[src/rtl/matmul_seq_controller_if.sv]
// Control bundle between the matrix-multiply sequencer and its A/B/C memories and data path.
// The master side is the sequencer; the slave side is the memory/data-path environment.
interface matmul_seq_controller_if #(
   parameter int ADDR_WIDTH = 4
);
   logic                  start;
   logic [ADDR_WIDTH-1:0] m_last;
   logic [ADDR_WIDTH-1:0] k_last;
   logic [ADDR_WIDTH-1:0] n_last;

   logic                  busy;
   logic                  done;

   logic                  en_ReadMat_A;
   logic                  en_ReadMat_B;
   logic [ADDR_WIDTH-1:0] rowAddr_A;
   logic [ADDR_WIDTH-1:0] colAddr_A;
   logic [ADDR_WIDTH-1:0] rowAddr_B;
   logic [ADDR_WIDTH-1:0] colAddr_B;

   logic                  en_Mux;
   logic                  en_PPReg;
   logic                  en_FDReg;

   logic                  en_WriteMat_C;
   logic [ADDR_WIDTH-1:0] rowAddr_C;
   logic [ADDR_WIDTH-1:0] colAddr_C;

   modport master (
      input  start, m_last, k_last, n_last,
      output busy, done,
      output en_ReadMat_A, en_ReadMat_B, rowAddr_A, colAddr_A, rowAddr_B, colAddr_B,
      output en_Mux, en_PPReg, en_FDReg,
      output en_WriteMat_C, rowAddr_C, colAddr_C
   );

   modport slave (
      output start, m_last, k_last, n_last,
      input  busy, done,
      input  en_ReadMat_A, en_ReadMat_B, rowAddr_A, colAddr_A, rowAddr_B, colAddr_B,
      input  en_Mux, en_PPReg, en_FDReg,
      input  en_WriteMat_C, rowAddr_C, colAddr_C
   );
endinterface

[src/rtl/matmul_seq_controller.sv]
// Start/done sequencer for C = A*B with runtime dimensions; issues A/B reads, data-path
// enables and C writes, one C element every K+3 cycles in row-major order.
module matmul_seq_controller #(
   parameter int DATA_WIDTH = 8,
   parameter int ADDR_WIDTH = 4
) (
   input  logic                     clk,
   input  logic                     reset_n,
   matmul_seq_controller_if.master  bus
);

   if (DATA_WIDTH < 1) begin : g_bad_data_width
      $error("matmul_seq_controller: DATA_WIDTH must be at least 1");
   end

   typedef enum logic [2:0] {
      S_IDLE,
      S_RUN,
      S_DRAIN,
      S_FINAL,
      S_WRITE,
      S_DONE
   } state_t;

   typedef logic [ADDR_WIDTH-1:0] addr_t;

   state_t state_q;

   addr_t  i_q, j_q, k_q;
   addr_t  m_last_q, k_last_q, n_last_q;

   logic   busy_q;
   logic   done_q;
   logic   en_rd_q;
   logic   en_mux_q;
   logic   en_pp_q;
   logic   en_fd_q;
   logic   en_wr_q;

   addr_t  row_a_q, col_a_q;
   addr_t  row_b_q, col_b_q;
   addr_t  row_c_q, col_c_q;

   // Every output is a register loaded with the value belonging to the state being entered.
   always_ff @(posedge clk or negedge reset_n) begin
      if (!reset_n) begin
         // NOTE: every register, including the latched dimensions, is cleared so no stale write can follow reset.
         state_q  <= S_IDLE;
         i_q      <= '0;
         j_q      <= '0;
         k_q      <= '0;
         m_last_q <= '0;
         k_last_q <= '0;
         n_last_q <= '0;
         busy_q   <= 1'b0;
         done_q   <= 1'b0;
         en_rd_q  <= 1'b0;
         en_mux_q <= 1'b0;
         en_pp_q  <= 1'b0;
         en_fd_q  <= 1'b0;
         en_wr_q  <= 1'b0;
         row_a_q  <= '0;
         col_a_q  <= '0;
         row_b_q  <= '0;
         col_b_q  <= '0;
         row_c_q  <= '0;
         col_c_q  <= '0;
      end else begin
         // NOTE: strobes default low every cycle, so each one is a single-state pulse; addresses are not defaulted and hold.
         done_q   <= 1'b0;
         en_rd_q  <= 1'b0;
         en_mux_q <= 1'b0;
         en_pp_q  <= 1'b0;
         en_fd_q  <= 1'b0;
         en_wr_q  <= 1'b0;

         unique case (state_q)
            S_IDLE: begin
               if (bus.start) begin
                  state_q  <= S_RUN;
                  m_last_q <= bus.m_last;
                  k_last_q <= bus.k_last;
                  n_last_q <= bus.n_last;
                  i_q      <= '0;
                  j_q      <= '0;
                  k_q      <= '0;
                  busy_q   <= 1'b1;
                  en_rd_q  <= 1'b1;
                  row_a_q  <= '0;
                  col_a_q  <= '0;
                  row_b_q  <= '0;
                  col_b_q  <= '0;
               end
            end

            S_RUN: begin
               if (k_q == k_last_q) begin
                  state_q  <= S_DRAIN;
                  en_pp_q  <= 1'b1;
                  en_mux_q <= (k_last_q != '0);
               end else begin
                  // The next RUN cycle consumes the data read for the current k.
                  k_q      <= k_q + 1'b1;
                  en_rd_q  <= 1'b1;
                  row_a_q  <= i_q;
                  col_a_q  <= k_q + 1'b1;
                  row_b_q  <= k_q + 1'b1;
                  col_b_q  <= j_q;
                  en_pp_q  <= 1'b1;
                  en_mux_q <= (k_q != '0);
               end
            end

            S_DRAIN: begin
               state_q <= S_FINAL;
               en_fd_q <= 1'b1;
            end

            S_FINAL: begin
               state_q <= S_WRITE;
               en_wr_q <= 1'b1;
               row_c_q <= i_q;
               col_c_q <= j_q;
            end

            S_WRITE: begin
               if (j_q < n_last_q) begin
                  state_q <= S_RUN;
                  j_q     <= j_q + 1'b1;
                  k_q     <= '0;
                  en_rd_q <= 1'b1;
                  row_a_q <= i_q;
                  col_a_q <= '0;
                  row_b_q <= '0;
                  col_b_q <= j_q + 1'b1;
               end else if (i_q < m_last_q) begin
                  state_q <= S_RUN;
                  i_q     <= i_q + 1'b1;
                  j_q     <= '0;
                  k_q     <= '0;
                  en_rd_q <= 1'b1;
                  row_a_q <= i_q + 1'b1;
                  col_a_q <= '0;
                  row_b_q <= '0;
                  col_b_q <= '0;
               end else begin
                  state_q <= S_DONE;
                  busy_q  <= 1'b0;
                  done_q  <= 1'b1;
               end
            end

            S_DONE: begin
               state_q <= S_IDLE;
            end

            default: begin
               state_q <= S_IDLE;
               busy_q  <= 1'b0;
            end
         endcase
      end
   end

   assign bus.busy          = busy_q;
   assign bus.done          = done_q;
   assign bus.en_ReadMat_A  = en_rd_q;
   assign bus.en_ReadMat_B  = en_rd_q;
   assign bus.rowAddr_A     = row_a_q;
   assign bus.colAddr_A     = col_a_q;
   assign bus.rowAddr_B     = row_b_q;
   assign bus.colAddr_B     = col_b_q;
   assign bus.en_Mux        = en_mux_q;
   assign bus.en_PPReg      = en_pp_q;
   assign bus.en_FDReg      = en_fd_q;
   assign bus.en_WriteMat_C = en_wr_q;
   assign bus.rowAddr_C     = row_c_q;
   assign bus.colAddr_C     = col_c_q;

endmodule

[src/flat_wrapper.sv]
// flat-port wrapper written by rule: the top's interface ports become plain ports
module matmul_seq_controller_flat 
#(
   parameter int DATA_WIDTH = 8,
   parameter int ADDR_WIDTH = 4
)
  (clk, reset_n, bus_start, bus_m_last, bus_k_last, bus_n_last, bus_busy, bus_done, bus_en_ReadMat_A, bus_en_ReadMat_B, bus_rowAddr_A, bus_colAddr_A, bus_rowAddr_B, bus_colAddr_B, bus_en_Mux, bus_en_PPReg, bus_en_FDReg, bus_en_WriteMat_C, bus_rowAddr_C, bus_colAddr_C);
  matmul_seq_controller_if #(.ADDR_WIDTH(ADDR_WIDTH)) bus_i ();
  input  logic clk;
  input  logic reset_n;
  input wire logic [$bits(bus_i.start)-1:0] bus_start;
  input wire logic [$bits(bus_i.m_last)-1:0] bus_m_last;
  input wire logic [$bits(bus_i.k_last)-1:0] bus_k_last;
  input wire logic [$bits(bus_i.n_last)-1:0] bus_n_last;
  output wire logic [$bits(bus_i.busy)-1:0] bus_busy;
  output wire logic [$bits(bus_i.done)-1:0] bus_done;
  output wire logic [$bits(bus_i.en_ReadMat_A)-1:0] bus_en_ReadMat_A;
  output wire logic [$bits(bus_i.en_ReadMat_B)-1:0] bus_en_ReadMat_B;
  output wire logic [$bits(bus_i.rowAddr_A)-1:0] bus_rowAddr_A;
  output wire logic [$bits(bus_i.colAddr_A)-1:0] bus_colAddr_A;
  output wire logic [$bits(bus_i.rowAddr_B)-1:0] bus_rowAddr_B;
  output wire logic [$bits(bus_i.colAddr_B)-1:0] bus_colAddr_B;
  output wire logic [$bits(bus_i.en_Mux)-1:0] bus_en_Mux;
  output wire logic [$bits(bus_i.en_PPReg)-1:0] bus_en_PPReg;
  output wire logic [$bits(bus_i.en_FDReg)-1:0] bus_en_FDReg;
  output wire logic [$bits(bus_i.en_WriteMat_C)-1:0] bus_en_WriteMat_C;
  output wire logic [$bits(bus_i.rowAddr_C)-1:0] bus_rowAddr_C;
  output wire logic [$bits(bus_i.colAddr_C)-1:0] bus_colAddr_C;
  assign bus_i.start = bus_start;
  assign bus_i.m_last = bus_m_last;
  assign bus_i.k_last = bus_k_last;
  assign bus_i.n_last = bus_n_last;
  assign bus_busy = bus_i.busy;
  assign bus_done = bus_i.done;
  assign bus_en_ReadMat_A = bus_i.en_ReadMat_A;
  assign bus_en_ReadMat_B = bus_i.en_ReadMat_B;
  assign bus_rowAddr_A = bus_i.rowAddr_A;
  assign bus_colAddr_A = bus_i.colAddr_A;
  assign bus_rowAddr_B = bus_i.rowAddr_B;
  assign bus_colAddr_B = bus_i.colAddr_B;
  assign bus_en_Mux = bus_i.en_Mux;
  assign bus_en_PPReg = bus_i.en_PPReg;
  assign bus_en_FDReg = bus_i.en_FDReg;
  assign bus_en_WriteMat_C = bus_i.en_WriteMat_C;
  assign bus_rowAddr_C = bus_i.rowAddr_C;
  assign bus_colAddr_C = bus_i.colAddr_C;
  matmul_seq_controller #(.DATA_WIDTH(DATA_WIDTH), .ADDR_WIDTH(ADDR_WIDTH)) u_core (.clk(clk), .reset_n(reset_n), .bus(bus_i));
endmodule
[config.mk]
export PLATFORM = sky130hd
export DESIGN_NAME = matmul_seq_controller_flat
export DESIGN_NICKNAME = d
export VERILOG_FILES = /design/src/rtl/matmul_seq_controller_if.sv /design/src/rtl/matmul_seq_controller.sv /design/src/flat_wrapper.sv
export SDC_FILE = /design/constraint.sdc
export NUM_CORES = 1
export LEC_CHECK = 0
export ABC_CLOCK_PERIOD_IN_PS = 2700
export CORE_MARGIN = 2
export CORE_UTILIZATION = 52
export DETAILED_ROUTE_END_ITERATION = 10
export GPL_ROUTABILITY_DRIVEN = 0
export PLACE_DENSITY = 0.83
export SLEW_MARGIN = 5
export SYNTH_ARGS = -nofsm -noshare
export SYNTH_HDL_FRONTEND = slang
export SYNTH_SLANG_ARGS = --single-unit
[constraint.sdc]
create_clock -name clk -period 2.7 [get_ports clk]
set_input_delay 0.54 -clock clk [delete_from_list [all_inputs] [get_ports clk]]
set_output_delay 0.54 -clock clk [all_outputs]
set_load 0.01 [all_outputs]
# Word level (Yosys, flattened, before mapping)
# Index checks and enable logic that the tools add are counted.
# word_totals
regBits	50
out_inout_bits	32
word_cells	86
# classes
n_addsub	3
magnitude_cmp	2
eq_ne	13
muxes	37
bitwise	1
reduce_logical	12
# op_table
cell	count
4-bit 2-to-1 mux	10
4-bit case mux with 3 select lines	3
4-bit case mux with 2 select lines	2
1-bit 2-to-1 mux	15
3-bit case mux with 5 select lines	1
4-bit by 1-bit adder with 4-bit output (second input constant)	3
3-bit 2-to-1 mux	4
4-bit AND reduction	3
4-bit < comparator	2
2-bit != test (second input constant)	4
4-bit nonzero test	2
3-bit by 2-bit == test with 1-bit output (second input constant)	2
3-bit == test (second input constant)	2
1-bit case mux with 3 select lines	2
4-bit == test	1
2-bit by 1-bit != test with 1-bit output (second input constant)	2
2-bit AND reduction	2
4-bit OR reduction	1
3-bit by 1-bit == test with 1-bit output (second input constant)	1
3-bit zero test	1
3-bit by 1-bit != test with 1-bit output (second input constant)	1
3-bit AND reduction	1
3-bit nonzero test	1
2-bit nonzero test	1
1-bit NOT	1

# Depth between registers and ports, before layout
# logic_depth
word_depth	4
depth_mapped	7
ltp_nobuf	7

# Least setup slack after synthesis
# Ideal clock, no wire load.
# synth_path
kind	register to register
start	reg u_core.j_q[1]
end	reg u_core.col_b_q[0] (netlist: u_core.bus.colAddr_B[0])
setup_time_ns	0.128
arrival_time_ns	1.926
t_required_ns	2.572
path_slack_ns	0.646
path_stages_with_launch	7
path_buffers	0
cell_sequence	dfrtp_1 > ha_1 > o211ai_1 > o21a_1 > o31ai_4 > nand3_4 > mux2_1
# synth_between
elab_chain_cells	3
word_cells_on_any_way	5
cone_classes	1 x order compare; 1 x eq/ne; 2 x mux; 1 x reduce/logical
# synth_rtl
item	line_no	source
start, declared	matmul_seq_controller.sv:29	addr_t i_q, j_q, k_q;
start signal, assigned	matmul_seq_controller.sv:129	j_q <= j_q + 1'b1;
4-bit < comparator *	matmul_seq_controller.sv:127	if (j_q < n_last_q) begin
3-bit by 1-bit != test with 1-bit output (no source line) / 4-bit 2-to-1 mux (equally long branches)	-	
4-bit AND reduction (no source line) / 4-bit case mux with 3 select lines (equally long branches)	-	
end signal, assigned	matmul_seq_controller.sv:108	col_b_q <= j_q;
end signal, assigned	matmul_seq_controller.sv:135	col_b_q <= j_q + 1'b1;
end, declared	matmul_seq_controller.sv:41	addr_t row_b_q, col_b_q;
# Mark *: on every way between the ends. The rest lies on a longest branch, timed or not.
# A chain may end at the register's enable or synchronous reset.

# Final worst setup path
# layout_path
start	reg u_core.j_q[1]
end	reg u_core.row_a_q[2] (netlist: u_core.bus.rowAddr_A[2])
# layout_between
elab_chain_cells	3
word_cells_on_any_way	5
cone_classes	1 x order compare; 1 x eq/ne; 2 x mux; 1 x reduce/logical
# layout_rtl
item	line_no	source
4-bit < comparator *	matmul_seq_controller.sv:127	
3-bit by 1-bit != test with 1-bit output (no source line) / 4-bit 2-to-1 mux (equally long branches)	-	
4-bit AND reduction (no source line) / 4-bit case mux with 3 select lines (equally long branches)	-	
end signal, assigned	matmul_seq_controller.sv:105	row_a_q <= i_q;
end signal, assigned	matmul_seq_controller.sv:132	row_a_q <= i_q;
end signal, assigned	matmul_seq_controller.sv:142	row_a_q <= i_q + 1'b1;
end, declared	matmul_seq_controller.sv:40	addr_t row_a_q, col_a_q;
# Marks and branches as above.

==> results.yml <==
synthesis:
  syn_inst: 243
  synth.largest_area_cell: "dfrtp_1"
  synth_top_area_share_pct: 50.1
  yosysWarnings: 0
  ys_top_cells_by_area: "dfrtp_1, nand2_1, ha_1, o21ai_0, mux2_2"
  ys_seq_area_share_pct: 50.1
  synthArstFlopShare_pct: 100
  synth_edf_count: 0
  synth_area_per_cell_um2: 10.3
  ys_ff_latch: 50
  syn_area_mm2: 0.00250
  ys.flop_type: "dfrtp_1"
  synth_nets: 268
  synth.distinct_cells: 54
global_routing:
  grt_pass1_vias: 1976
  grt_use_total_pct: 21.9
  antenna_found_initial: 0
  overflow: 0
  grt_pass1_wl_um: 9110
  grt_max_degree: 21
drt:
  ant_nets: 0
  routedWlPerCell_um: 15.4
  drtPass1Iterations: 4
  wl_met2_um: 2580
  drtIter0Drc: 104
  top_layer: "met4"
  routed_via_density: 5.76
  drc: 0
  wirelength_um: 5310
  met3_wirelength_um: 286
  vias: 1986
  met1Wirelength_um: 2370
cts:
  cts_tree: "yes"
  numCtsBuffers: 5
  cts-root-buf: "clkbuf_8"
  h-tree-depth: 2
  ctsHoldBuffers: 0
  post_cts_buffers: 0
  cts.clk_slew.worst_paths_ns: 0.09
  clock_latency_ns: 0.30
  cts_resized: 0
  clkSinkCount: 50
  cts_max_path_buffers: 2
floorplan:
  die_h_um: 73.3
  initial_core_util_pct: 53.3
  core_area_mm2: 0.00469
  rows: 25
  die_w_um: 73.3
  boundaryPins: 47
  die-area_mm2: 0.00538
pwr:
  ir_drop_mv: 0.501
  p_int_uw: 1880
  switchingPower_uw: 1220
  p_per_area_mw_per_mm2: 1000
  combPwrFrac_pct: 47.2
  swShare_pct: 39.3
  clockPowerShare_pct: 14.2
  power.static_leakage_uw: 0.00142
  pwr-share-seq_pct: 38.6
run:
  maxCapViolations: 0
timing:
  post-route-min-period_ns: 2.36
  slew_headroom_pct: 64.7
  tns_ns: 0
  rsz0062_at_grt: "no"
  hold_viol_final: 0
  tightest_slew_ns: 0.528
  fmax_ghz: 0.424
  timing.final.crit_share_pct: 87.3
  drv_slew: 0
  finalClockSkew_ns: 0.00623
  setup_viol: 0
setup_path:
  start_kind: "flip-flop"
  cp.required_ns: 2.89
  rrSetupSlack_ns: 0.34
  endpoint_kind: "flip-flop"
  crit_arrival_ns: 2.54
  cp_max_fo: 10
  worst-setup-path-type: "flip-flop to flip-flop"
finish:
  finalNonFillerCells: 345
  drive_above_1_share_pct: 11.7
  final_common_cell: "dfrtp_1"
  nNetsFinal: 315
  diodes: 0
  layout_common_cells: "dfrtp_1, nand2_1, clkdlybuf4s50_1"
  syn2layout_area_growth_pct: 23.8
place:
  port_buffers: 46
  dp.cells: 337
  dp_hpwl_um: 3840
run_status:
  run_status: "finished, final reports clean"
hold_path:
  hp-class: "input pin to async pin"
cells by family (layout without fill, tap and decap cells):
| logic type | Yosys count | in the layout | synth area share, % |
|---|---|---|---|
| AO/OA/AOI/OAI | 54 | 54 | 15.9 |
| buffers and inverters | 26 | 74 | 4.81 |
| flip-flops | 50 | 50 | 50.1 |
| AND/OR/NAND/NOR | 85 | 85 | 16.8 |
| XOR/XNOR | 5 | 5 | 1.75 |
| multiplexers | 13 | 13 | 5.71 |
| adder cells (fa/ha/maj) | 10 | 10 | 5.01 |
critical path, stage by stage, from the launching register on:
cell and delay (ns):
dfrtp_1 0.46, ha_1 0.31, o211ai_1 0.13, o21a_1 0.31
o31ai_4 0.48, nand3_4 0.21, mux2_1 0.36
power by group through the flow:
stage | sequential, uW | clock, uW | combinational [uW]
2_1_floorplan | 1180 | 0 | 992
3_3_place_gp | 1200 | 0 | 1410
3_5_place_dp | 1210 | 0 | 1450
4_1_cts | 1190 | 450 | 1460
5_1_grt | 1220 | 484 | 1620
6_report | 1200 | 441 | 1460
layer usage:
layer / track usage [%] / vias up
li1: - / 939
met1: 30.4 / 966
met2: 34.7 / 72
met3: 4.66 / 9
met4: 6.67 / 0
met5: 0 / -
cell usage after synthesis (all sizes together), types with 4 or more instances:
library cell and count:
a21oi 5, buf 9, clkbuf 4, dfrtp 50, ha 10, inv 13, mux2 10, nand2 46
nand2b 5, nand3 6, nor2 12, o21ai 21, xnor2 5
through the flow:
stage	total power [uW]	util, %	hold WS, ns	worst slack [ns]	area (um^2)
2_1_floorplan	2170	-	0.244	0.646	2500
3_3_place_gp	2610	64.0	0.437	0.485	3000
3_5_place_dp	2660	64.0	0.446	0.394	3000
4_1_cts	3110	65.9	0.120	0.367	3090
5_1_grt	3320	65.9	0.119	0.219	3090
6_report	3100	65.9	0.114	0.344	3090
path summary, 6_finish.rpt:
kind,end,from,depth (start not counted)
setup reg to reg,u_core.bus.rowAddr_A[2]$_DFFE_PN0P_,u_core.j_q[1]$_DFFE_PN0P_,6
min in group clk,u_core.bus.rowAddr_C[3]$_DFFE_PN0N_,u_core.bus.rowAddr_C[3]$_DFFE_PN0N_,2
hold / removal,u_core.k_last_q[0]$_DFFE_PN0P_,reset_n,1
hold reg to reg,u_core.bus.rowAddr_C[3]$_DFFE_PN0N_,u_core.bus.rowAddr_C[3]$_DFFE_PN0N_,2
setup / recovery,u_core.bus.rowAddr_A[2]$_DFFE_PN0P_,u_core.j_q[1]$_DFFE_PN0P_,6
max in group asynchronous,u_core.bus.rowAddr_C[1]$_DFFE_PN0N_,reset_n,2
area by class of cell:
class / instances / area [um^2]
Fill cell: 378 / 1600
Sequential cell: 50 / 1250
Multi-Input combinational cell: 167 / 1130
Timing Repair Buffer: 53 / 508
Clock buffer: 7 / 86.3
Tap cell: 54 / 67.6
Inverter: 13 / 48.8
Clock inverter: 1 / 5.00
Power figures use the tool's default switching activity.
